[config.mk]
export PLATFORM = sky130hd
export DESIGN_NAME = pipe_stage_reg
export DESIGN_NICKNAME = d
export VERILOG_FILES = /design/src/rtl/pipe_stage_reg.sv
export SDC_FILE = /design/constraint.sdc
export NUM_CORES = 1
export LEC_CHECK = 0
export CAP_MARGIN = 0
export CORE_UTILIZATION = 45
export DETAILED_ROUTE_END_ITERATION = 10
export DONT_BUFFER_PORTS = 1
export HOLD_SLACK_MARGIN = 0.06
export PLACE_DENSITY = 0.68
export SLEW_MARGIN = 0
export SYNTH_ARGS = -nofsm -noshare
export SYNTH_HDL_FRONTEND = slang
export SYNTH_SLANG_ARGS = --single-unit
[constraint.sdc]
create_clock -name clk -period 1.01 [get_ports clk]
set_clock_uncertainty 0.15 [all_clocks]
set_input_delay 0.101 -clock clk [delete_from_list [all_inputs] [get_ports clk]]
set_output_delay 0.101 -clock clk [all_outputs]
set_load 0.01 [all_outputs]
[src/rtl/pipe_stage_reg.sv]
// Parameterised cascade of pipeline registers carrying {valid, ctrl, data} with stall, flush and occupancy.
// Optional bubble counter on the last stage is enabled by defining PIPE_STAGE_REG_PERF_EN.
module pipe_stage_reg #(
   parameter int unsigned DATA_W = 32,
   parameter int unsigned CTRL_W = 4,
   parameter int unsigned STAGES = 1,
   parameter int unsigned CNT_W  = 16
) (
   input  logic                         clk,
   input  logic                         rst_n,
   input  logic                         stall,
   input  logic                         flush,
   input  logic                         in_valid,
   input  logic [CTRL_W-1:0]            in_ctrl,
   input  logic [DATA_W-1:0]            in_data,
   output logic                         out_valid,
   output logic [CTRL_W-1:0]            out_ctrl,
   output logic [DATA_W-1:0]            out_data,
   output logic [$clog2(STAGES+1)-1:0]  occupancy
`ifdef PIPE_STAGE_REG_PERF_EN
   ,
   output logic [CNT_W-1:0]             bubble_cnt
`endif
);

   localparam int unsigned OCC_W = $clog2(STAGES + 1);

   // Parameter legality is checked at elaboration so bad depths never reach synthesis.
   if (STAGES < 1 || STAGES > 8) begin : g_bad_stages
      $error("pipe_stage_reg: STAGES must be within 1..8");
   end
   if (CNT_W < 1) begin : g_bad_cnt_w
      $error("pipe_stage_reg: CNT_W must be at least 1");
   end

   logic [STAGES-1:0]             valid_vec;
   logic [STAGES-1:0][CTRL_W-1:0] ctrl_vec;
   logic [STAGES-1:0][DATA_W-1:0] data_vec;

   for (genvar g = 0; g < STAGES; g++) begin : g_stage
      logic              v_d;
      logic [CTRL_W-1:0] c_d;
      logic [DATA_W-1:0] d_d;
      logic              v_q;
      logic [CTRL_W-1:0] c_q;
      logic [DATA_W-1:0] d_q;

      // Stage 0 gates ctrl with valid; later stages inherit already-gated ctrl.
      if (g == 0) begin : g_head
         assign v_d = in_valid;
         assign c_d = in_valid ? in_ctrl : '0;
         assign d_d = in_data;
      end else begin : g_body
         assign v_d = valid_vec[g-1];
         assign c_d = ctrl_vec[g-1];
         assign d_d = data_vec[g-1];
      end

      // Flush kills valid/ctrl but leaves data in place; it outranks stall.
      always_ff @(posedge clk or negedge rst_n) begin
         if (!rst_n) begin
            v_q <= 1'b0;
            c_q <= '0;
            d_q <= '0;
         end else if (flush) begin
            v_q <= 1'b0;
            c_q <= '0;
         end else if (!stall) begin
            v_q <= v_d;
            c_q <= c_d;
            d_q <= d_d;
         end
      end

      assign valid_vec[g] = v_q;
      assign ctrl_vec[g]  = c_q;
      assign data_vec[g]  = d_q;
   end

   assign out_valid = valid_vec[STAGES-1];
   assign out_ctrl  = ctrl_vec[STAGES-1];
   assign out_data  = data_vec[STAGES-1];

   assign occupancy = OCC_W'($countones(valid_vec));

`ifdef PIPE_STAGE_REG_PERF_EN
   // Counts edges where the last stage held no instruction; saturates instead of wrapping.
   always_ff @(posedge clk or negedge rst_n) begin
      if (!rst_n) begin
         bubble_cnt <= '0;
      end else if (!valid_vec[STAGES-1] && (bubble_cnt != '1)) begin
         bubble_cnt <= bubble_cnt + CNT_W'(1);
      end
   end
`endif

endmodule

==> flow_metrics.py, run 1 <==
metrics = {
    "floorplan": {
        "initial_core_util": 0.470,
        "ios": 79,
        "fp.dieH_microns": 61.0,
        "die_x_microns": 61.0,
        "core_area_sq_mm": 0.00334,
        "core.rowCount": 21,
        "die_area_sq_mm": 0.00372,
    },
    "setup_path": {
        "critPathLaunchType": "flop",
        "timing.setup.critical_path_class": "flop to primary output",
        "critPathRequiredTime_ns": 0.76,
        "worst-path-stages": 1,
        "cp_slowest_cell": "dfrtp_1",
        "cp_max_fo": 2,
        "path_cells": "buf_6",
        "endpoint_kind": "primary output",
        "critPathTopFamily": "flip-flops",
        "crit_path_max_incr_delay_ns": 0.43,
        "timing.reg2reg.setup_slack_ns": -0.08,
        "crit_buf_inv": 1,
        "crit_arrival_ns": 0.90,
        "depth_of_the_most_critical_reg_to_reg_path": 4,
        "critical_path.reg2reg.startpoint": "occupancy",
        "r2r_end": "occupancy",
    },
    "cells_and_area": {
        "nNetsFinal": 223,
        "antenna_cells_inserted": 0,
        "layout_common_cells": "buf_6 (45), dfrtp_1 (37), dlygate4sd3_1 (32)",
        "layoutNonFillerInstCount": 229,
        "layout-drive-gt1-share": 0.541,
        "stdcell_area_sq_mm": 0.00259,
        "layout.cells.most_common": "buf_6",
        "area_delta_synth_final_pct": 65.1,
        "finalCoreUtilization": 0.776,
    },
    "power": {
        "switching_power_mw": 0.988,
        "seq_power_share": 0.445,
        "power_report.internal_total_mw": 3.17,
        "share_comb_of_total_power": 0.301,
        "power-per-cell-area_mw_per_mm2": 1610,
        "static-leakage-power_nw": 1.23,
        "vdd_ir_drop_max_mv": 1.22,
        "report.power.total_mw": 4.16,
        "part_of_the_power_in_the_clock_network": 0.254,
        "sw_frac_of_total": 0.238,
    },
    "clock_tree": {
        "clock_tree.root_cell": "clkbuf_4",
        "cts_tree": "done",
        "numCtsBuffers": 5,
        "clk_latency_ns": 0.32,
        "cts_hold_buffers": 32,
        "cts.clk_slew.worst_paths_ns": 0.11,
        "cts_htree_levels": 2,
        "clockBufferDepth": 2,
        "tritoncts_num_sinks": 37,
    },
    "route": {
        "route.detailed.wl_per_inst_microns": 16.6,
        "detailedRoute.firstPassIterationCount": 3,
        "wl_microns": 3790,
        "detailroute.via_count": 1090,
        "drc": 0,
        "antenna_left": 0,
        "drt_iter0_markers": 10,
        "drt-vias-per-instance": 4.76,
    },
    "synthesis": {
        "synth_largest_area_cell": "dfrtp_1",
        "mappedNetlistArea_sq_mm": 0.00157,
        "synth_top_area_share": 0.591,
        "yosys-mux-area-fraction": 0.308,
        "synthSimpleGateAreaFrac": 0.0383,
        "mappedNetlistNets": 130,
        "post_synth_xor_area_fraction": 0,
        "yosys_warnings": 0,
        "main_combinational_cell_family_by_area_after_synthesis": "multiplexers",
        "syn_area_per_cell_sq_um": 17.6,
        "yosys.area_share.adder": 0,
        "synth_cell_type_count": 12,
        "syn_inst": 89,
        "synth-seq-cells": 37,
        "portion_of_the_post_synthesis_area_used_by_sequential_elements": 0.591,
        "synth-compound-area-share": 0.0128,
        "synthTopCellsByArea": "dfrtp_1 (59%), mux2_4 (29%), buf_12 (3.8%), nand3b_1 (1.9%), mux2_2 (1.4%)",
    },
    "global_routing": {
        "first_global_vias": 1135,
        "grt_start_max_net_pins": 38,
        "grt_use_met3": 0.0777,
        "global_route.overflow_total": 0,
        "met1_usage": 0.232,
        "gr-usage-all-layers": 0.208,
        "grt_antenna_before_repair": 0,
        "grt-busiest-layer": "met2",
        "grt_first_pass_wirelength_microns": 5330,
        "grtUsageMet2": 0.376,
    },
    "sta": {
        "worst_hold_slack_ns": -0.703,
        "hold_violations": 43,
        "worst_slack_ns": -0.137,
        "slew_violations": 0,
        "unrepaired_setup_endpoints_after_global_routing": "true",
        "worst-slew-pin-transition_ns": 0.192,
        "period_share": 1.14,
        "setup_viol_count_final": 56,
        "max_freq_ghz": 0.872,
        "slew_headroom": 0.872,
        "setup_tns_ns": -4.69,
        "final.min_clock_period_ns": 1.15,
    },
    "hold_path": {
        "min_path_type": "input pin to async pin",
    },
    "placed_design": {
        "port_buffers": 0,
        "detailedPlace.worstSlack_ns": -0.0799,
        "place_inst": 166,
        "gp_congestion": 0.675,
        "dpl_cell_area_sq_mm": 0.00184,
        "dp.final_hpwl_microns": 2000,
    },
    "flow_run": {
        "max-cap-violations": 0,
    },
    "status": {
        "violations_in_the_final_reports": "hold timing, setup timing",
        "run_status": "finished, violations left",
    },
}
## registers in the layout, indices dropped and copies added, names as in the netlist
signal,flops
out_ctrl,4
occupancy,1
out_data,32
## worst max-delay path by stage
stage | startpoint | endpoint | slack, ns
finish | out_data[2] | out_data[2] | -0.14
global route | out_data[23] | out_data[23] | -0.18
detailed placement | flush | out_data[2] | -0.08
global placement | flush | out_data[26] | -0.06
CTS | out_data[20] | out_data[20] | -0.13
floorplan | stall | out_data[0] | -0.15
## cell usage after synthesis
library cell and n:
nand3b_1 4, buf_12 3, mux2i_1 1, nand2_1 4, nor2_1 1, buf_4 1
dfrtp_1 37, mux2_4 30, mux2_2 2, nor2_4 1, buf_6 1, a21oi_1 4
## repair_timing
| item | in CTS | in global routing |
|---|---|---|
| endpoints found under the setup margin | 38 | 52 |
| hold endpoints to repair | 74 | 74 |
| resized for setup | 33 | 12 |
| pin swaps | 0 | 1 |
| setup buffers | 14 | 9 |
## kinds of logic after synthesis
logic type             after synthesis
AND/OR/NAND/NOR                     10
buffers and inverters                5
multiplexers                        33
flip-flops                          37
AO/OA/AOI/OAI                        4
## cell type report
cell class	count	area (sq um)
clock buffer	7	55.1
clock inverter	1	30.0
fill	201	748
multi-input combinational	47	563
sequential	37	926
tap	46	57.6
timing repair buffer	91	957
## metal layers
layer | wire length, microns | vias up
li1 | - | 497
met1 | 1490 | 542
met2 | 2040 | 47
met3 | 230 | 4
met4 | 31 | 0
met5 | 0 | -
## power by group through the flow
| stage | registers [mW] | clock network, mW | logic (mW) |
|---|---|---|---|
| finish | 1.85 | 1.06 | 1.25 |
| CTS | 1.83 | 1.07 | 1.12 |
| global route | 1.87 | 1.15 | 1.32 |
| detailed placement | 1.82 | 0 | 0.785 |
| global placement | 1.82 | 0 | 0.767 |
| floorplan | 1.90 | 0 | 0.370 |
(Power assumes the default switching activity.)
==> inputs of run 2 (changes only) <==
- GPL_TIMING_DRIVEN: not set -> 0
==> flow_metrics.py, run 2 (synthesized netlist as in run 1, its figures left out) <==
metrics = {
    "cells_and_area": {
        "layout_common_cells": "dfrtp_1 (36), dlygate4sd3_1 (32), mux2_4 (30)",
        "layout.cells.most_common": "dfrtp_1",
        "largest_register_ffs": 32,
        "layout-drive-gt1-share": 0.354,
        "nNetsFinal": 169,
        "area_delta_synth_final_pct": 27.4,
        "antenna_cells_inserted": 0,
    },
    "global_routing": {
        "gr-usage-all-layers": 0.158,
        "grt_start_max_net_pins": 38,
        "first_global_vias": 934,
        "global_route.overflow_total": 0,
        "grt_antenna_before_repair": 0,
        "grt_first_pass_wirelength_microns": 4080,
    },
    "setup_path": {
        "critPathRequiredTime_ns": 0.76,
        "depth_of_the_most_critical_reg_to_reg_path": 1,
        "crit_arrival_ns": 0.90,
        "timing.setup.critical_path_class": "flop to primary output",
        "cp_slowest_cell": "dfrtp_2",
        "path_cells": "buf_6",
        "critPathLaunchType": "flop",
        "endpoint_kind": "primary output",
        "worst-path-stages": 1,
        "crit_path_max_incr_delay_ns": 0.45,
        "critPathTopFamily": "flip-flops",
        "crit_buf_inv": 1,
        "cp_max_fo": 3,
    },
    "floorplan": {
        "ios": 79,
        "core.rowCount": 21,
        "die_area_sq_mm": 0.00372,
        "die_x_microns": 61.0,
        "core_area_sq_mm": 0.00334,
        "initial_core_util": 0.470,
        "fp.dieH_microns": 61.0,
    },
    "status": {
        "run_status": "finished, violations left",
        "violations_in_the_final_reports": "hold timing, setup timing",
    },
    "sta": {
        "unrepaired_setup_endpoints_after_global_routing": "true",
        "slew_violations": 0,
        "setup_viol_count_final": 2,
        "slew_headroom": 0.820,
        "worst-slew-pin-transition_ns": 0.269,
        "final.min_clock_period_ns": 1.15,
        "hold_violations": 44,
        "worst_slack_ns": -0.141,
        "period_share": 1.14,
        "worst_hold_slack_ns": -0.690,
        "setup_tns_ns": -0.149,
        "max_freq_ghz": 0.869,
    },
    "clock_tree": {
        "clockBufferDepth": 2,
        "tritoncts_num_sinks": 37,
        "cts_htree_levels": 2,
        "cts_tree": "done",
        "cts.clk_slew.worst_paths_ns": 0.10,
        "clock_tree.root_cell": "clkbuf_4",
        "numCtsBuffers": 5,
        "cts_hold_buffers": 32,
        "clk_latency_ns": 0.31,
    },
    "power": {
        "static-leakage-power_nw": 0.898,
        "report.power.total_mw": 3.08,
        "power-per-cell-area_mw_per_mm2": 1540,
        "vdd_ir_drop_max_mv": 0.925,
    },
    "route": {
        "detailroute.via_count": 871,
        "route.detailed.wl_per_inst_microns": 16.6,
        "detailedRoute.firstPassIterationCount": 3,
        "drt_iter0_markers": 31,
        "antenna_left": 0,
        "drc": 0,
        "wl_microns": 2860,
        "drt-vias-per-instance": 5.03,
    },
    "placed_design": {
        "gp_congestion": 0.605,
        "port_buffers": 0,
    },
    "hold_path": {
        "min_path_type": "input pin to async pin",
    },
    "flow_run": {
        "max-cap-violations": 0,
    },
}
run 2: area by class of cell:
class / count / area [sq um]
repair buffers: 32 / 320
clock buffers: 5 / 37.5
well taps: 46 / 57.6
flip-flops and latches: 37 / 927
plain buffers: 5 / 86.3
fillers: 267 / 1340
multi-input cells: 47 / 563
clock inverters: 1 / 5.00
run 2: timing repair:
action,CTS,global route
buffers inserted,0,0
hold endpoints to repair,74,74
endpoints found under the setup margin,38,38
resized for setup,1,1
run 2: stage by stage:
step                      setup slack, ns  hold slack, ns  std cells  cell area (sq um)  utilization
final                              -0.141          -0.690        173               2000        0.598
after global routing               -0.183          -0.724        173               2000        0.598
after CTS                          -0.187          -0.713        173               2000        0.598
after detailed placement           -0.226          -0.344        135               1630        0.488
after global placement             -0.209          -0.344        135               1630        0.488
after floorplan                    -0.146          -0.345         89               1570            -
run 2: power by group:
| group | switching, mW | internal [mW] | leakage (nW) |
|---|---|---|---|
| sequential | 0.244 | 1.68 | 0.442 |
| clock | 0.417 | 0.242 | 0.0269 |
| combinational | 0.120 | 0.382 | 0.429 |
| total | 0.781 | 2.30 | 0.898 |
run 2: layer usage:
| layer | part of all wire | GRT usage | up-vias |
|---|---|---|---|
| met5 | 0 | 0 | - |
| met4 | 0.0094 | 0.0779 | 0 |
| met3 | 0.065 | 0.0693 | 4 |
| met2 | 0.54 | 0.262 | 48 |
| met1 | 0.38 | 0.173 | 436 |
| li1 | - | - | 383 |
run 2: final timing paths:
path	start	to	slack [ns]
max	occupancy	out_valid	-0.14
min	rst_n	out_data[29]	-0.69
max in group asynchronous	rst_n	occupancy	1.30
min reg2reg	out_ctrl[2]	out_ctrl[2]	0.43
max reg2reg	out_data[0]	out_data[0]	0.03
min in group clk	flush	out_ctrl[2]	-0.32
==> inputs of run 3 (changes only) <==
- CORE_UTILIZATION: 45 -> 61
- PLACE_DENSITY: 0.68 -> 0.85
==> flow_metrics.py, run 3 (synthesized netlist as in run 1, its figures left out) <==
metrics = {
    "power": {
        "power_report.internal_total_mw": 2.39,
        "sw_frac_of_total": 0.255,
        "static-leakage-power_nw": 0.902,
        "power-per-cell-area_mw_per_mm2": 1610,
        "part_of_the_power_in_the_clock_network": 0.236,
        "vdd_ir_drop_max_mv": 1.39,
        "switching_power_mw": 0.819,
        "share_comb_of_total_power": 0.162,
        "seq_power_share": 0.602,
        "report.power.total_mw": 3.21,
    },
    "cells_and_area": {
        "nNetsFinal": 169,
        "antenna_cells_inserted": 0,
        "area_delta_synth_final_pct": 27.0,
        "layout_common_cells": "dfrtp_1 (35), dlygate4sd3_1 (32), mux2_4 (30)",
        "layout.cells.most_common": "dfrtp_1",
        "layout-drive-gt1-share": 0.359,
        "largest_register_ffs": 32,
    },
    "setup_path": {
        "endpoint_kind": "primary output",
        "critPathRequiredTime_ns": 0.76,
        "timing.setup.critical_path_class": "flop to primary output",
        "depth_of_the_most_critical_reg_to_reg_path": 1,
        "cp_slowest_cell": "dfrtp_2",
        "crit_path_max_incr_delay_ns": 0.45,
        "path_cells": "buf_6",
        "critPathTopFamily": "flip-flops",
        "timing.reg2reg.setup_slack_ns": 0.02,
        "cp_max_fo": 3,
        "critical_path.reg2reg.startpoint": "out_data[19]",
        "critPathLaunchType": "flop",
        "crit_arrival_ns": 0.92,
        "r2r_end": "out_data[19]",
        "crit_buf_inv": 1,
    },
    "placed_design": {
        "detailedPlace.worstSlack_ns": -0.224,
        "port_buffers": 0,
        "gp_congestion": 0.679,
        "dp.final_hpwl_microns": 1890,
    },
    "floorplan": {
        "initial_core_util": 0.639,
        "core_area_sq_mm": 0.00245,
        "ios": 79,
        "core.rowCount": 18,
        "die_area_sq_mm": 0.00278,
        "fp.dieH_microns": 52.7,
        "die_x_microns": 52.7,
    },
    "route": {
        "drt_iter0_markers": 4,
        "detail_route_met3_wl_microns": 271,
        "drt-met1-wl_microns": 1120,
        "detailroute.via_count": 881,
        "antenna_left": 0,
        "route.detailed.wl_per_inst_microns": 20.9,
        "drc": 0,
        "drt-vias-per-instance": 5.58,
        "route.top_layer_used": "met4",
        "detailedRoute.firstPassIterationCount": 2,
        "wl_microns": 3300,
        "routed-wl-met2_microns": 1830,
    },
    "sta": {
        "unrepaired_setup_endpoints_after_global_routing": "true",
        "slew_headroom": 0.812,
        "max_freq_ghz": 0.857,
        "slew_violations": 0,
        "final.min_clock_period_ns": 1.17,
        "setup_viol_count_final": 33,
        "hold_violations": 44,
        "setup_tns_ns": -0.409,
        "worst-slew-pin-transition_ns": 0.282,
        "period_share": 1.16,
        "worst_hold_slack_ns": -0.704,
        "worst_slack_ns": -0.157,
    },
    "global_routing": {
        "gr-usage-all-layers": 0.256,
        "global_route.overflow_total": 0,
        "first_global_vias": 969,
        "grt_start_max_net_pins": 38,
        "grt_antenna_before_repair": 0,
        "grt_first_pass_wirelength_microns": 4630,
    },
    "clock_tree": {
        "cts_hold_buffers": 32,
        "clock_tree.root_cell": "clkbuf_4",
        "cts.clk_slew.worst_paths_ns": 0.10,
        "clockBufferDepth": 2,
        "numCtsBuffers": 5,
        "tritoncts_num_sinks": 37,
        "clk_latency_ns": 0.33,
        "cts_tree": "done",
        "cts_htree_levels": 2,
    },
    "hold_path": {
        "min_path_type": "input pin to async pin",
    },
    "status": {
        "run_status": "finished, violations left",
        "violations_in_the_final_reports": "hold timing, setup timing",
    },
    "flow_run": {
        "max-cap-violations": 0,
    },
}
-- run 3: cell count changes in the layout (fill, tap and decap cells not counted), sizes merged --
cell    change
clkbuf      +2
clkinv      -1
-- run 3: per-layer routing --
layer	up-vias	global-route usage
met5	-	0
met4	0	0.149
met3	8	0.0957
met2	61	0.454
met1	426	0.249
li1	386	-
-- run 3: power by group through the flow --
stage / registers [mW] / logic, mW / clock network, mW
after CTS: 1.92 / 0.511 / 0.776
after detailed placement: 1.95 / 0.404 / 0
after floorplan: 1.90 / 0.370 / 0
after global routing: 1.95 / 0.548 / 0.845
final: 1.93 / 0.519 / 0.758
after global placement: 1.94 / 0.388 / 0
-- run 3: layout make-up --
type                            instances  area, sq um
Buffer                                  5         86.3
Clock buffer                            7         55.1
Fill cell                             156          464
Multi-Input combinational cell         47          563
Sequential cell                        37          928
Tap cell                               30         37.5
Timing Repair Buffer                   32          320
-- run 3: how the worst max path moves through the flow --
| stage | start | end | cells after the start |
|---|---|---|---|
| after global routing | occupancy | out_valid | 1 |
| after detailed placement | stall | out_data[8] | 4 |
| final | occupancy | out_valid | 1 |
| after global placement | stall | out_data[6] | 4 |
| after CTS | occupancy | out_valid | 1 |
| after floorplan | stall | out_data[0] | 4 |
-- run 3: what timing repair did --
item,CTS,global route
endpoints found under the setup margin,38,39
gates resized for setup,1,2
endpoints found under the hold margin,74,74
buffers inserted,0,0
-- run 3: stage by stage --
stage          hold slack, ns  instance area, sq um   util  cells
2_1_floorplan          -0.345                  1570      -     89
3_3_place_gp           -0.344                  1610  0.655    119
3_5_place_dp           -0.344                  1610  0.655    119
4_1_cts                -0.713                  1990  0.810    158
5_1_grt                -0.731                  1990  0.811    158
6_report               -0.704                  1990  0.811    158
